**src/rtl/pingpong_bram_ctrl_pkg.sv**
```systemverilog
// rtl/pingpong_bram_ctrl_pkg.sv - shared types and defaults for the ping-pong BRAM controller
package pingpong_pkg;
    localparam int ADDR_W_DEF = 4;
    localparam int DATA_W_DEF = 8;
    localparam int DEPTH      = 2 ** ADDR_W_DEF;

    typedef enum logic [1:0] {
        FILL = 2'd0,
        RUN  = 2'd1,
        SWAP = 2'd2
    } pp_state_e;
endpackage

```
**src/rtl/pingpong_bram_ctrl_if.sv**
```systemverilog
// rtl/pingpong_bram_ctrl_if.sv - single-port BRAM bank port bundle
interface pingpong_bram_ctrl_if #(
    parameter int ADDR_W = 4,
    parameter int DATA_W = 8
) ();
    logic              en;
    logic              we;
    logic [ADDR_W-1:0] addr;
    logic [DATA_W-1:0] din;
    logic [DATA_W-1:0] dout;

    modport master (output en, output we, output addr, output din, input dout);
    modport slave  (input en, input we, input addr, input din, output dout);
endinterface

```
**src/rtl/pingpong_bram_ctrl_bank_port.sv**
```systemverilog
// rtl/pingpong_bram_ctrl_bank_port.sv - registered write/read mux for one bank, chosen by role
module pp_bank_port #(
    parameter int ADDR_W = 4,
    parameter int DATA_W = 8
) (
    input  logic              clk,
    input  logic              rst_n,
    input  logic              is_wr_bank,
    input  logic              wr_req,
    input  logic [ADDR_W-1:0] wr_addr,
    input  logic [DATA_W-1:0] wr_data,
    input  logic              rd_req,
    input  logic [ADDR_W-1:0] rd_addr,
    output logic              en,
    output logic              we,
    output logic [ADDR_W-1:0] addr,
    output logic [DATA_W-1:0] din
);
    // addr/din deliberately hold when idle so an unused bank sees no toggling
    always_ff @(posedge clk or negedge rst_n) begin
        if (!rst_n) begin
            en   <= 1'b0;
            we   <= 1'b0;
            addr <= '0;
            din  <= '0;
        end else begin
            en <= 1'b0;
            we <= 1'b0;
            if (is_wr_bank) begin
                if (wr_req) begin
                    en   <= 1'b1;
                    we   <= 1'b1;
                    addr <= wr_addr;
                    din  <= wr_data;
                end
            end else if (rd_req) begin
                en   <= 1'b1;
                addr <= rd_addr;
            end
        end
    end
endmodule

```
**src/rtl/pingpong_bram_ctrl.sv**
```systemverilog
// rtl/pingpong_bram_ctrl.sv - ping-pong scheduler: fills one bank while the other is read out
module pingpong_bram_ctrl
    import pingpong_pkg::*;
#(
    parameter int ADDR_W = ADDR_W_DEF,
    parameter int DATA_W = DATA_W_DEF
) (
    input  logic                  sys_clk,
    input  logic                  rst_n,
    input  logic                  w_tick,
    input  logic [DATA_W-1:0]     w_data,
    input  logic                  r_tick,
    input  logic                  clr_flags,
    pingpong_bram_ctrl_if.master  bank0,
    pingpong_bram_ctrl_if.master  bank1,
    output logic [DATA_W-1:0]     rd_data,
    output logic                  rd_valid,
    output logic                  wr_bank,
    output logic                  swap,
    output logic [7:0]            frame_cnt,
    output logic                  overrun,
    output logic                  underrun
);
    localparam logic [ADDR_W:0] FULL_PTR = (ADDR_W+1)'(2 ** ADDR_W);

    pp_state_e         state, state_nxt;
    logic [ADDR_W:0]   wr_ptr, rd_ptr, wr_ptr_nxt, rd_ptr_nxt;
    logic              wr_acc, rd_acc, w_drop, r_drop, swap_nxt;
    logic              rd_p1, rd_sel_p1, rd_sel;

    // Full/done are judged on the post-update pointers so the swap follows the last access directly
    always_comb begin
        state_nxt  = state;
        wr_acc     = 1'b0;
        rd_acc     = 1'b0;
        w_drop     = 1'b0;
        r_drop     = 1'b0;
        swap_nxt   = 1'b0;
        wr_ptr_nxt = wr_ptr;
        rd_ptr_nxt = rd_ptr;
        case (state)
            FILL, RUN: begin
                wr_acc = w_tick && (wr_ptr != FULL_PTR);
                rd_acc = r_tick && (state == RUN) && (rd_ptr != FULL_PTR);
                w_drop = w_tick && !wr_acc;
                r_drop = r_tick && !rd_acc;
                if (wr_acc) wr_ptr_nxt = wr_ptr + 1'b1;
                if (rd_acc) rd_ptr_nxt = rd_ptr + 1'b1;
                if (wr_ptr_nxt == FULL_PTR && (state == FILL || rd_ptr_nxt == FULL_PTR)) begin
                    state_nxt  = SWAP;
                    swap_nxt   = 1'b1;
                    wr_ptr_nxt = '0;
                    rd_ptr_nxt = '0;
                end
            end
            SWAP: begin
                w_drop    = w_tick;
                r_drop    = r_tick;
                state_nxt = RUN;
            end
            default: state_nxt = FILL;
        endcase
    end

    always_ff @(posedge sys_clk or negedge rst_n) begin
        if (!rst_n) begin
            state     <= FILL;
            wr_ptr    <= '0;
            rd_ptr    <= '0;
            wr_bank   <= 1'b0;
            swap      <= 1'b0;
            frame_cnt <= 8'd0;
            overrun   <= 1'b0;
            underrun  <= 1'b0;
            rd_p1     <= 1'b0;
            rd_sel_p1 <= 1'b0;
            rd_valid  <= 1'b0;
            rd_sel    <= 1'b0;
        end else begin
            state     <= state_nxt;
            wr_ptr    <= wr_ptr_nxt;
            rd_ptr    <= rd_ptr_nxt;
            wr_bank   <= wr_bank ^ swap_nxt;
            swap      <= swap_nxt;
            frame_cnt <= frame_cnt + 8'(swap_nxt);
            overrun   <= w_drop | (overrun & ~clr_flags);
            underrun  <= r_drop | (underrun & ~clr_flags);
            rd_p1     <= rd_acc;
            rd_sel_p1 <= ~wr_bank;
            rd_valid  <= rd_p1;
            rd_sel    <= rd_sel_p1;
        end
    end

    assign rd_data = rd_sel ? bank1.dout : bank0.dout;

    pp_bank_port #(.ADDR_W(ADDR_W), .DATA_W(DATA_W)) u_bank0 (
        .clk        (sys_clk),
        .rst_n      (rst_n),
        .is_wr_bank (~wr_bank),
        .wr_req     (wr_acc),
        .wr_addr    (wr_ptr[ADDR_W-1:0]),
        .wr_data    (w_data),
        .rd_req     (rd_acc),
        .rd_addr    (rd_ptr[ADDR_W-1:0]),
        .en         (bank0.en),
        .we         (bank0.we),
        .addr       (bank0.addr),
        .din        (bank0.din)
    );

    pp_bank_port #(.ADDR_W(ADDR_W), .DATA_W(DATA_W)) u_bank1 (
        .clk        (sys_clk),
        .rst_n      (rst_n),
        .is_wr_bank (wr_bank),
        .wr_req     (wr_acc),
        .wr_addr    (wr_ptr[ADDR_W-1:0]),
        .wr_data    (w_data),
        .rd_req     (rd_acc),
        .rd_addr    (rd_ptr[ADDR_W-1:0]),
        .en         (bank1.en),
        .we         (bank1.we),
        .addr       (bank1.addr),
        .din        (bank1.din)
    );
endmodule

```
**src/flat_wrapper.sv**
```systemverilog
// flat-port wrapper written by rule: the top's interface ports become plain ports
module pingpong_bram_ctrl_flat import pingpong_pkg::*;
#(
    parameter int ADDR_W = ADDR_W_DEF,
    parameter int DATA_W = DATA_W_DEF
)
  (sys_clk, rst_n, w_tick, w_data, r_tick, clr_flags, rd_data, rd_valid, wr_bank, swap, frame_cnt, overrun, underrun, bank0_en, bank0_we, bank0_addr, bank0_din, bank0_dout, bank1_en, bank1_we, bank1_addr, bank1_din, bank1_dout);
  pingpong_bram_ctrl_if #(.ADDR_W(ADDR_W), .DATA_W(DATA_W)) bank0_i ();
  pingpong_bram_ctrl_if #(.ADDR_W(ADDR_W), .DATA_W(DATA_W)) bank1_i ();
  input  logic sys_clk;
  input  logic rst_n;
  input  logic w_tick;
  input  logic [DATA_W-1:0] w_data;
  input  logic r_tick;
  input  logic clr_flags;
  output logic [DATA_W-1:0] rd_data;
  output logic rd_valid;
  output logic wr_bank;
  output logic swap;
  output logic [7:0] frame_cnt;
  output logic overrun;
  output logic underrun;
  output wire logic [$bits(bank0_i.en)-1:0] bank0_en;
  output wire logic [$bits(bank0_i.we)-1:0] bank0_we;
  output wire logic [$bits(bank0_i.addr)-1:0] bank0_addr;
  output wire logic [$bits(bank0_i.din)-1:0] bank0_din;
  input wire logic [$bits(bank0_i.dout)-1:0] bank0_dout;
  output wire logic [$bits(bank1_i.en)-1:0] bank1_en;
  output wire logic [$bits(bank1_i.we)-1:0] bank1_we;
  output wire logic [$bits(bank1_i.addr)-1:0] bank1_addr;
  output wire logic [$bits(bank1_i.din)-1:0] bank1_din;
  input wire logic [$bits(bank1_i.dout)-1:0] bank1_dout;
  assign bank0_en = bank0_i.en;
  assign bank0_we = bank0_i.we;
  assign bank0_addr = bank0_i.addr;
  assign bank0_din = bank0_i.din;
  assign bank0_i.dout = bank0_dout;
  assign bank1_en = bank1_i.en;
  assign bank1_we = bank1_i.we;
  assign bank1_addr = bank1_i.addr;
  assign bank1_din = bank1_i.din;
  assign bank1_i.dout = bank1_dout;
  pingpong_bram_ctrl #(.ADDR_W(ADDR_W), .DATA_W(DATA_W)) u_core (.sys_clk(sys_clk), .rst_n(rst_n), .w_tick(w_tick), .w_data(w_data), .r_tick(r_tick), .clr_flags(clr_flags), .bank0(bank0_i), .bank1(bank1_i), .rd_data(rd_data), .rd_valid(rd_valid), .wr_bank(wr_bank), .swap(swap), .frame_cnt(frame_cnt), .overrun(overrun), .underrun(underrun));
endmodule
```
**config.mk**
```make
export PLATFORM = sky130hd
export DESIGN_NAME = pingpong_bram_ctrl_flat
export DESIGN_NICKNAME = d
export VERILOG_FILES = /design/src/rtl/pingpong_bram_ctrl_pkg.sv /design/src/rtl/pingpong_bram_ctrl_if.sv /design/src/rtl/pingpong_bram_ctrl_bank_port.sv /design/src/rtl/pingpong_bram_ctrl.sv /design/src/flat_wrapper.sv
export SDC_FILE = /design/constraint.sdc
export NUM_CORES = 1
export LEC_CHECK = 0
export ABC_AREA = 1
export CAP_MARGIN = 20
export CELL_PAD_IN_SITES_DETAIL_PLACEMENT = 0
export CELL_PAD_IN_SITES_GLOBAL_PLACEMENT = 2
export CORE_ASPECT_RATIO = 1.4
export CORE_MARGIN = 2
export CORE_UTILIZATION = 26
export CTS_BUF_LIST = sky130_fd_sc_hd__clkbuf_8
export CTS_CLUSTER_SIZE = 8
export DETAILED_ROUTE_END_ITERATION = 12
export GPL_TIMING_DRIVEN = 0
export PLACE_DENSITY = 0.76
export SKIP_CTS_REPAIR_TIMING = 1
export SYNTH_ARGS = -nofsm -noshare
export SYNTH_HDL_FRONTEND = slang
export SYNTH_SLANG_ARGS = --single-unit
export TNS_END_PERCENT = 50
```
**constraint.sdc**
```tcl
create_clock -name sys_clk -period 2.54 [get_ports sys_clk]
set_input_delay 0.254 -clock sys_clk [delete_from_list [all_inputs] [get_ports sys_clk]]
set_output_delay 0.254 -clock sys_clk [all_outputs]
set_load 0.01 [all_outputs]
```
* Word level (Yosys, flattened, before mapping)
Index checks and enable logic that the tools add are counted.
** Storage, ports and cells
- Flip-flop bits (word level) :: 56
- Bits in latches :: 0
- Memory bits (writable) :: 0
- ROM bits :: 0
- Bits of input ports :: 29
- Word-level logic and storage cells :: 81
- Memories kept :: 0
** Operators by class
- $add $sub $neg :: 3
- Multiply operators :: 0
- Div/mod/pow operators :: 0
- Magnitude comparators :: 0
- Eq/ne operators :: 9
- Shift operators :: 0
- Mux-type cells :: 25
- Bitwise operators :: 7
- Reduce and logical (&&, ||, !) cells :: 17
** Operators with widths (count)
- 5-bit two-way mux :: 6
- 4-bit two-way mux :: 4
- 5-bit by 1-bit adder with 5-bit output (second input constant) :: 2
- 5-bit == test (second input constant) :: 2
- 1-bit two-way mux :: 10
- 5-bit != test (second input constant) :: 2
- 8-bit by 1-bit adder with 8-bit output :: 1
- 8-bit two-way mux :: 1
- 2-bit AND reduction :: 4
- 1-bit logical AND :: 6
- 2-bit != test (second input constant) :: 2
- 1-bit case mux with 2 select lines :: 2
- 2-bit case mux with 2 select lines :: 1
- 2-bit nonzero test :: 2
- 1-bit AND :: 2
- 2-bit by 1-bit == test with 1-bit output (second input constant) :: 1
- 2-bit == test (second input constant) :: 1
- 1-bit zero test :: 2
- 2-bit zero test :: 1
- 2-bit two-way mux :: 1
- 2-bit by 1-bit != test with 1-bit output (second input constant) :: 1
- 1-bit inverter :: 2
- 1-bit OR :: 2
- 2-bit OR reduction :: 1
- other kinds (2) :: 2

* Depth between registers and ports, before layout
Gate-level depths: netlist (run 1).
- Depth in word-level cells :: 11
- Gate-level depth with buffers :: 19
- Depth with buffers taken out :: 19

* Hierarchy
From an unflattened synthesis (run 1), not the netlist that was laid out.
** Unflattened totals
- Cells, all modules :: 314
- Area, all modules :: 2738.9 µm²
** Modules (own cells, without submodules)
- pingpong_bram_ctrl :: times used 1, cells an instance 178, area an instance 1572.8 µm², sequential area each 700.7 µm²
- pp_bank_port :: times used 2, cells an instance 68, area an instance 583.1 µm², sequential area each 350.3 µm²

* Least setup slack after synthesis (run 1)
OpenSTA, ideal clock, no wires.
- Path type :: reg-to-reg
- Start :: register u_core.wr_ptr[0]
- End :: register u_core.frame_cnt[6]
- Library setup time :: 0.125 ns
- Data arrival time :: 2.236 ns
- Required time :: 2.415 ns
- Setup slack :: 0.178 ns
- Cell stages (with the launch flop) :: 17
- Path buffers :: 0
- Cells stage by stage :: dfrtp_1 > inv_1 > ha_1 > nand2_1 > inv_1 > nand2_2 > nand2_4 > o21ai_2 > nand3b_4 > nor2_4 > nand3_2 > inv_1 > ha_1 > ha_1 > nand3_1 > nand3b_1 > xnor2_1
** On the way
- Cells in the longest elaborated chain, start to end :: 9
** Ends and longest elaborated chain
- start: declaration :: line pingpong_bram_ctrl.sv:27 : logic [ADDR_W:0] wr_ptr, rd_ptr, wr_ptr_nxt, rd_ptr_nxt;
- start signal: assignment :: line pingpong_bram_ctrl.sv:81 : wr_ptr <= wr_ptr_nxt;
- branches (longest 2 deep; another with 5-bit by 1-bit adder with 5-bit output)
- 5-bit two-way mux * :: line pingpong_bram_ctrl.sv:47 : if (wr_acc) wr_ptr_nxt = wr_ptr + 1'b1;
- 5-bit two-way mux * :: line pingpong_bram_ctrl.sv:41 : case (state)
- 5-bit == test * :: line pingpong_bram_ctrl.sv:49 : if (wr_ptr_nxt == FULL_PTR && (state == FILL || rd_ptr_nxt == FULL_PTR)) begin
- 1-bit logical AND * :: line pingpong_bram_ctrl.sv:49
- 1-bit two-way mux * :: line pingpong_bram_ctrl.sv:49
- 1-bit two-way mux * :: line pingpong_bram_ctrl.sv:41
- via u_core.swap_nxt :: line pingpong_bram_ctrl.sv:28 : logic wr_acc, rd_acc, w_drop, r_drop, swap_nxt;
- 8-bit by 1-bit adder with 8-bit output * :: line pingpong_bram_ctrl.sv:85 : frame_cnt <= frame_cnt + 8'(swap_nxt);
- end signal: assignment :: line pingpong_bram_ctrl.sv:85
- end: declaration :: line pingpong_bram_ctrl.sv:20 : output logic [7:0] frame_cnt,
Mark *: on every way through the listed nets, which the timed path passes. The select of a mux whose other input is x is not followed.
A chain may end at the register's enable or synchronous reset.

* Worst setup path in the final report (run 1)
Same ends and word-level chain as after synthesis.

==> results.txt, run 1 <==
Status: complete, no violations
Mean Syn Cell Area: 9.48 um^2
Setup_tns: 0 ps
CP bufs+invs: 3
FF+latch count, synth: 56
# port buffers: 77
Total Routed Length: 6.76 mm
Met3 Track Usage GR: 3.69%
Layout cells sized above 1: 21.8%
Crit path max-delay family: simple AND/OR/NAND/NOR gates
Clock insertion delay at the later pin of the skew report: 320 ps
Final Util: 38.6%
Cts bufs inserted: 5
Row count: 44
TritonCTS clock tree: yes
Hold WS: 358 ps
Num ports: 78
Reg clk slew, reported paths: 100 ps
Post-Syn Area: 0.00270 mm^2
Asr flop ratio synth: 100%
Via density: 4.21
PwrDens: 1050 mW/mm^2
Clock Skew: 11.0 ps
Antenna Nets Post-Route: 0
Setup crit end kind: flop
Clock Path Buffers: 2
Critical path arrival: 2570 ps
RSZ-0062 raised after global routing: false
Post-route minimum period: 2360 ps
Critical-path cell list: inv_1, ha_1, nand2_1, inv_1, nand2_2, nand2_4, nand2_1, nand2_1, nand3b_4, nor2_4, nand3_4, inv_4, ha_4, ha_4, nand3_2, nand3b_1, xnor2_1
Worst setup path category: reg -> reg
Met2 Use GR: 22.0%
Core ar.: 0.0102 mm^2
Worst slew margin: 66.7%
Share of the clock period used by the worst path: 93.0%
Htree depth: 2
Critical Path Max Stage Delay: 400 ps
HP Class: reg -> reg
Synth area leader: dfrtp_1
Worst-path maximum fanout: 7
Area growth, synth to finish: 46.3%
Starting Density: 26.4%
Fin nets: 424
DR vias: 2221
Grt met1 use: 14.2%
GRT Total Usage: 12.4%
Pins Over Slew Limit: 0
Post-synthesis sequential area ratio: 51.9%
Vias in the first global route: 2253
Die area: 0.0112 mm^2
Drt pass-1 iters: 4
DRC: 0
Final Setup Violations: 0
Pin count of the biggest net entering global routing: 37
Data required time of the worst path: 2750 ps
Unique masters post-synth: 31
Max-cap viol count: 0
Busiest grt layer: met2
Pleak: 1.83 nW
Number of synthesized flops with an enable pin: 0
Root Buffer: clkbuf_8
Final Hold Viols: 0
Post-DP HPWL: 5.07 mm
Final GP Congestion: 0.737
VDD IR max: 0.294 mV
Max frequency: 0.423 GHz
Grt ovf: 0
Share of the synthesized area in the top cell type: 51.9%
Wire per inst: 12.8 um
Syn_nets: 320
Worst-margin pin slew: 500 ps
Synth top area cells: dfrtp_1, nand2_1, inv_1
Cells after Synth: 285
Worst setup SP type: flop
Die Wd: 90.2 um
Main synth FF type: dfrtp_1
Most frequent CP cell: nand2_1
Height of the die: 125 um
First-pass GRT wire length: 11.2 mm
Diode count: 0
Crit path max-delay cell type: dfrtp_2
Synth Warn #: 0
Initial antenna violation count: 0
CTS Sinks: 56
Initial drt markers: 65
==> registers in the layout (all words and copies together), names as in the netlist, 2 cells and up <==
name / cells
u_core.frame_cnt: 8
u_core.u_bank0.din: 8
u_core.u_bank1.din: 8
u_core.rd_ptr: 5
u_core.wr_ptr: 5
u_core.u_bank0.addr: 4
u_core.u_bank1.addr: 4
u_core.state: 2
==> power by group <==
| part | total (mW) | switching, mW | internal, mW |
|---|---|---|---|
| registers | 1.50 | 0.251 | 1.25 |
| logic | 2.16 | 1.07 | 1.09 |
| clock network | 0.505 | 0.309 | 0.197 |
==> cell usage after synthesis (3+ instances only) <==
master,n
xnor2_1,5
nor2_1,17
xor2_1,4
o21ai_0,20
inv_2,5
ha_1,6
nand4_1,3
nand2_4,3
nand2_2,7
dfrtp_1,56
buf_2,3
mux2_2,8
nand2_1,73
nor2_4,3
inv_1,30
nand3_1,12
a31oi_1,8
==> final timing paths <==
| kind | start | end | slack, ps | depth (start not counted) |
|---|---|---|---|---|
| max reg2reg | u_core.wr_ptr[0] | u_core.frame_cnt[6] | 180 | 17 |
| min | u_core.rd_sel_p1 | u_core.rd_sel | 360 | 0 |
| min reg2reg | u_core.rd_sel_p1 | u_core.rd_sel | 360 | 0 |
| min in group asynchronous | rst_n | u_core.u_bank0.addr[2] | 420 | 2 |
| max | u_core.wr_ptr[0] | u_core.frame_cnt[6] | 180 | 17 |
| max in group asynchronous | rst_n | u_core.wr_ptr[1] | 1520 | 3 |
==> cell families (layout without fill, tap and decap cells) <==
group	after synthesis	in the layout	synth area share [%]
AOI/OAI and AO/OA	34	34	8.10
xor gates and xnor gates	9	9	2.92
adders and majority gates	6	6	2.78
buffers and inverters	45	150	7.31
DFF	56	56	51.9
muxes	8	8	3.33
and+or+nand+nor	127	127	23.7
==> layout make-up <==
| cell class | count | area [um^2] |
|---|---|---|
| tap | 138 | 173 |
| timing repair buffer | 97 | 931 |
| buffer | 9 | 60.1 |
| inverter | 36 | 140 |
| sequential | 56 | 1410 |
| clock buffer | 5 | 68.8 |
| fill | 1089 | 6290 |
| multi-input combinational | 184 | 1150 |
| clock inverter | 3 | 21.3 |
==> metal layers <==
layer,part of all wire [%],vias to the layer above
li1,-,1109
met1,41,1036
met2,51,69
met3,6.1,7
met4,1.8,0
met5,0,-
==> cells in the final DEF (no fill, tap or decap), types with 2 or more instances in the layout <==
cell             instances
ha_1                     4
xnor2_1                  5
inv_4                    2
xor2_1                   4
a31oi_1                  8
clkdlybuf4s50_1         76
clkbuf_1                 2
dfrtp_2                  4
nand4_1                  3
nor2_1                  16
o21ai_4                  2
dfrtp_1                 52
nand2_4                  3
ha_4                     2
mux2_2                   8
clkbuf_8                 5
nand3_1                  9
buf_4                   20
buf_6                    2
nand3_2                  4
nor3_4                   2
nand2_2                  7
inv_2                    6
o21ai_0                 20
nand2_1                 73
nor2_2                   3
buf_2                    4
inv_1                   28
a32o_1                   2
nor2_4                   3
==> through the flow <==
| step | std cells | setup WS, ps | cell area [um^2] | total power, mW |
|---|---|---|---|---|
| floorplan | 285 | 178 | 2700 | 2.65 |
| global placement | 500 | -664 | 3650 | 3.55 |
| detailed placement | 501 | -241 | 3660 | 3.58 |
| CTS | 509 | -253 | 3750 | 4.10 |
| global route | 528 | 18.2 | 3950 | 4.51 |
| finish | 528 | 178 | 3950 | 4.17 |
Note: power is estimated with default switching activity, not from simulation.
==> run 2: changes to the inputs <==
--- a/config.mk
+++ b/config.mk
@@ -7,16 +7,14 @@
 export LEC_CHECK = 0
 export ABC_AREA = 1
 export CAP_MARGIN = 20
-export CELL_PAD_IN_SITES_DETAIL_PLACEMENT = 0
-export CELL_PAD_IN_SITES_GLOBAL_PLACEMENT = 2
 export CORE_ASPECT_RATIO = 1.4
 export CORE_MARGIN = 2
-export CORE_UTILIZATION = 26
+export CORE_UTILIZATION = 48
 export CTS_BUF_LIST = sky130_fd_sc_hd__clkbuf_8
 export CTS_CLUSTER_SIZE = 8
 export DETAILED_ROUTE_END_ITERATION = 12
 export GPL_TIMING_DRIVEN = 0
-export PLACE_DENSITY = 0.76
+export PLACE_DENSITY = 0.8
 export SKIP_CTS_REPAIR_TIMING = 1
 export SYNTH_ARGS = -nofsm -noshare
 export SYNTH_HDL_FRONTEND = slang
==> constraint.sdc (replaced) <==
create_clock -name sys_clk -period 2.2 [get_ports sys_clk]
set_input_delay 0.22 -clock sys_clk [delete_from_list [all_inputs] [get_ports sys_clk]]
set_output_delay 0.22 -clock sys_clk [all_outputs]
set_load 0.01 [all_outputs]
==> run 2 against run 1 <==
Combinational power is 26% higher. Clock power increased by 15%. Critical path type unchanged. Highest routed layer unchanged. Maximum frequency up 0.57%. Largest cell class unchanged. Sequential power rose by 17%. The run now ends with negative setup slack left.
==> results.txt, run 2 (same netlist as run 1, synthesis figures left out) <==
Combinational power share: 53.9%
Crit path max-delay family: simple AND/OR/NAND/NOR gates
Pleak: 1.87 nW
Initial antenna violation count: 0
Initial drt markers: 124
Clk pwr share: 11.5%
Die area: 0.00625 mm^2
Num ports: 78
Data required time of the worst path: 2410 ps
Worst setup path category: reg -> reg
Die Wd: 67.4 um
Cell area after layout: 0.00401 mm^2
Layout cells sized above 1: 28.0%
Pin count of the biggest net entering global routing: 36
Final Setup Violations: 4
PwrDens: 1260 mW/mm^2
Critical Path Max Stage Delay: 440 ps
# port buffers: 77
Worst setup SP type: flop
Max frequency: 0.426 GHz
CTS Sinks: 56
Regs by FF count: u_core.frame_cnt (8), u_core.u_bank0.din (8), u_core.u_bank1.din (8)
VDD IR max: 0.605 mV
Vias in the first global route: 2211
Final Hold Viols: 0
RSZ-0062 raised after global routing: true
Psw: 1.98 mW
Post-DP HPWL: 4.39 mm
Post-route setup slack: -148 ps
Most common cell after layout, fill and taps aside: clkdlybuf4s50_1
Reg clk slew, reported paths: 100 ps
TritonCTS clock tree: yes
Setup_tns: -484 ps
Total power: 5.05 mW
Wire per inst: 14.0 um
Failing checks: negative setup slack
Critical path arrival: 2550 ps
Share of the clock period used by the worst path: 107%
DRC: 0
Max-cap viol count: 0
Internal: 3.07 mW
Antenna Nets Post-Route: 0
Pins Over Slew Limit: 0
Total Routed Length: 6.47 mm
Clock insertion delay at the later pin of the skew report: 310 ps
Final GP Congestion: 0.794
Via density: 5.04
Clock Skew: 5.66 ps
HP Class: reg -> reg
Critical-path cell list: inv_2, ha_4, nand2_2, inv_2, nand2_4, nand2_8, nand2_4, nand2_4, nand2_2, nor2_2, nand2_2, nand2_4, nand3_4, inv_2, ha_4, ha_4, nand3_4, nand3b_1, xnor2_1
Status: complete, but fails checks
Most frequent cells in the layout: clkdlybuf4s50_1, nand2_1, dfrtp_1, inv_1, buf_4
Cell area after placement: 0.00361 mm^2
Worst slew margin: 66.5%
Area growth, synth to finish: 48.4%
Row count: 32
Worst-margin pin slew: 502 ps
First-pass GRT wire length: 9.93 mm
Worst-path maximum fanout: 6
Core ar.: 0.00549 mm^2
CP bufs+invs: 3
Crit path max-delay cell type: dfrtp_2
Post-route minimum period: 2350 ps
Fillers: 389
GRT Total Usage: 20.8%
Cts bufs inserted: 5
Switching Fraction: 39.3%
Root Buffer: clkbuf_8
Sequential share of power: 34.6%
Diode count: 0
DR vias: 2325
Clock Path Buffers: 2
Fin nets: 427
Drt pass-1 iters: 4
Height of the die: 92.8 um
Most frequent CP cell: nand2_4
Htree depth: 2
Setup crit end kind: flop
Grt ovf: 0
Starting Density: 49.3%
## run 2: routing by layer
metal | GRT usage [%] | routed length, um | vias up
met5 | 0 | 0 | -
met4 | 7.99 | 93 | 0
met3 | 3.40 | 394 | 8
met2 | 36.6 | 3510 | 72
met1 | 24.8 | 2470 | 1120
li1 | - | - | 1125
## run 2: power groups by stage
stage / Combinational (mW) / Sequential [mW] / Clock [mW]
after global routing: 3.03 / 1.79 / 0.628
after CTS: 2.37 / 1.75 / 0.595
final: 2.72 / 1.75 / 0.583
after floorplan: 1.23 / 1.87 / 0
after detailed placement: 2.36 / 1.78 / 0
after global placement: 2.29 / 1.76 / 0
## run 2: per-stage QoR
step                      worst slack, ps  instances  hold slack (ps)  utilization [%]
final                                -148        461              358             73.1
after global routing                 -295        461              368             73.1
after CTS                            -442        439             -121             67.6
after detailed placement             -414        431              220             65.9
after global placement               -793        430              332             65.6
after floorplan                     -67.2        285            -75.6                -
## run 2: path summary, 6_finish.rpt
check | start | endpoint | slack [ps] | depth (start not counted)
setup / recovery | u_core.rd_ptr[0] | u_core.frame_cnt[6] | -150 | 19
hold / removal | u_core.rd_p1 | u_core.rd_valid | 360 | 0
setup reg to reg | u_core.rd_ptr[0] | u_core.frame_cnt[6] | -150 | 19
hold reg to reg | u_core.rd_p1 | u_core.rd_valid | 360 | 0
max in group asynchronous | rst_n | u_core.rd_ptr[0] | 1240 | 3
min in group asynchronous | rst_n | u_core.u_bank1.din[5] | 400 | 2
## run 2: area by class of cell
type | count | area (um^2) | share of cell area [%]
multi-input cells | 184 | 1270 | 31.6
repair buffers | 100 | 957 | 23.9
inverters | 36 | 138 | 3.43
well taps | 68 | 85.1 | 2.12
plain buffers | 9 | 63.8 | 1.59
clock inverters | 2 | 11.3 | 0.281
clock buffers | 6 | 82.6 | 2.06
flip-flops and latches | 56 | 1410 | 35.1
==> run 3: changes to the inputs <==
--- a/config.mk
+++ b/config.mk
@@ -11,7 +11,7 @@
 export CORE_MARGIN = 2
 export CORE_UTILIZATION = 48
 export CTS_BUF_LIST = sky130_fd_sc_hd__clkbuf_8
-export CTS_CLUSTER_SIZE = 8
+export CTS_CLUSTER_SIZE = 24
 export DETAILED_ROUTE_END_ITERATION = 12
 export GPL_TIMING_DRIVEN = 0
 export PLACE_DENSITY = 0.8
==> results of run 3 <==
The final DEF is identical to that of run 2; final timing and power are the same.
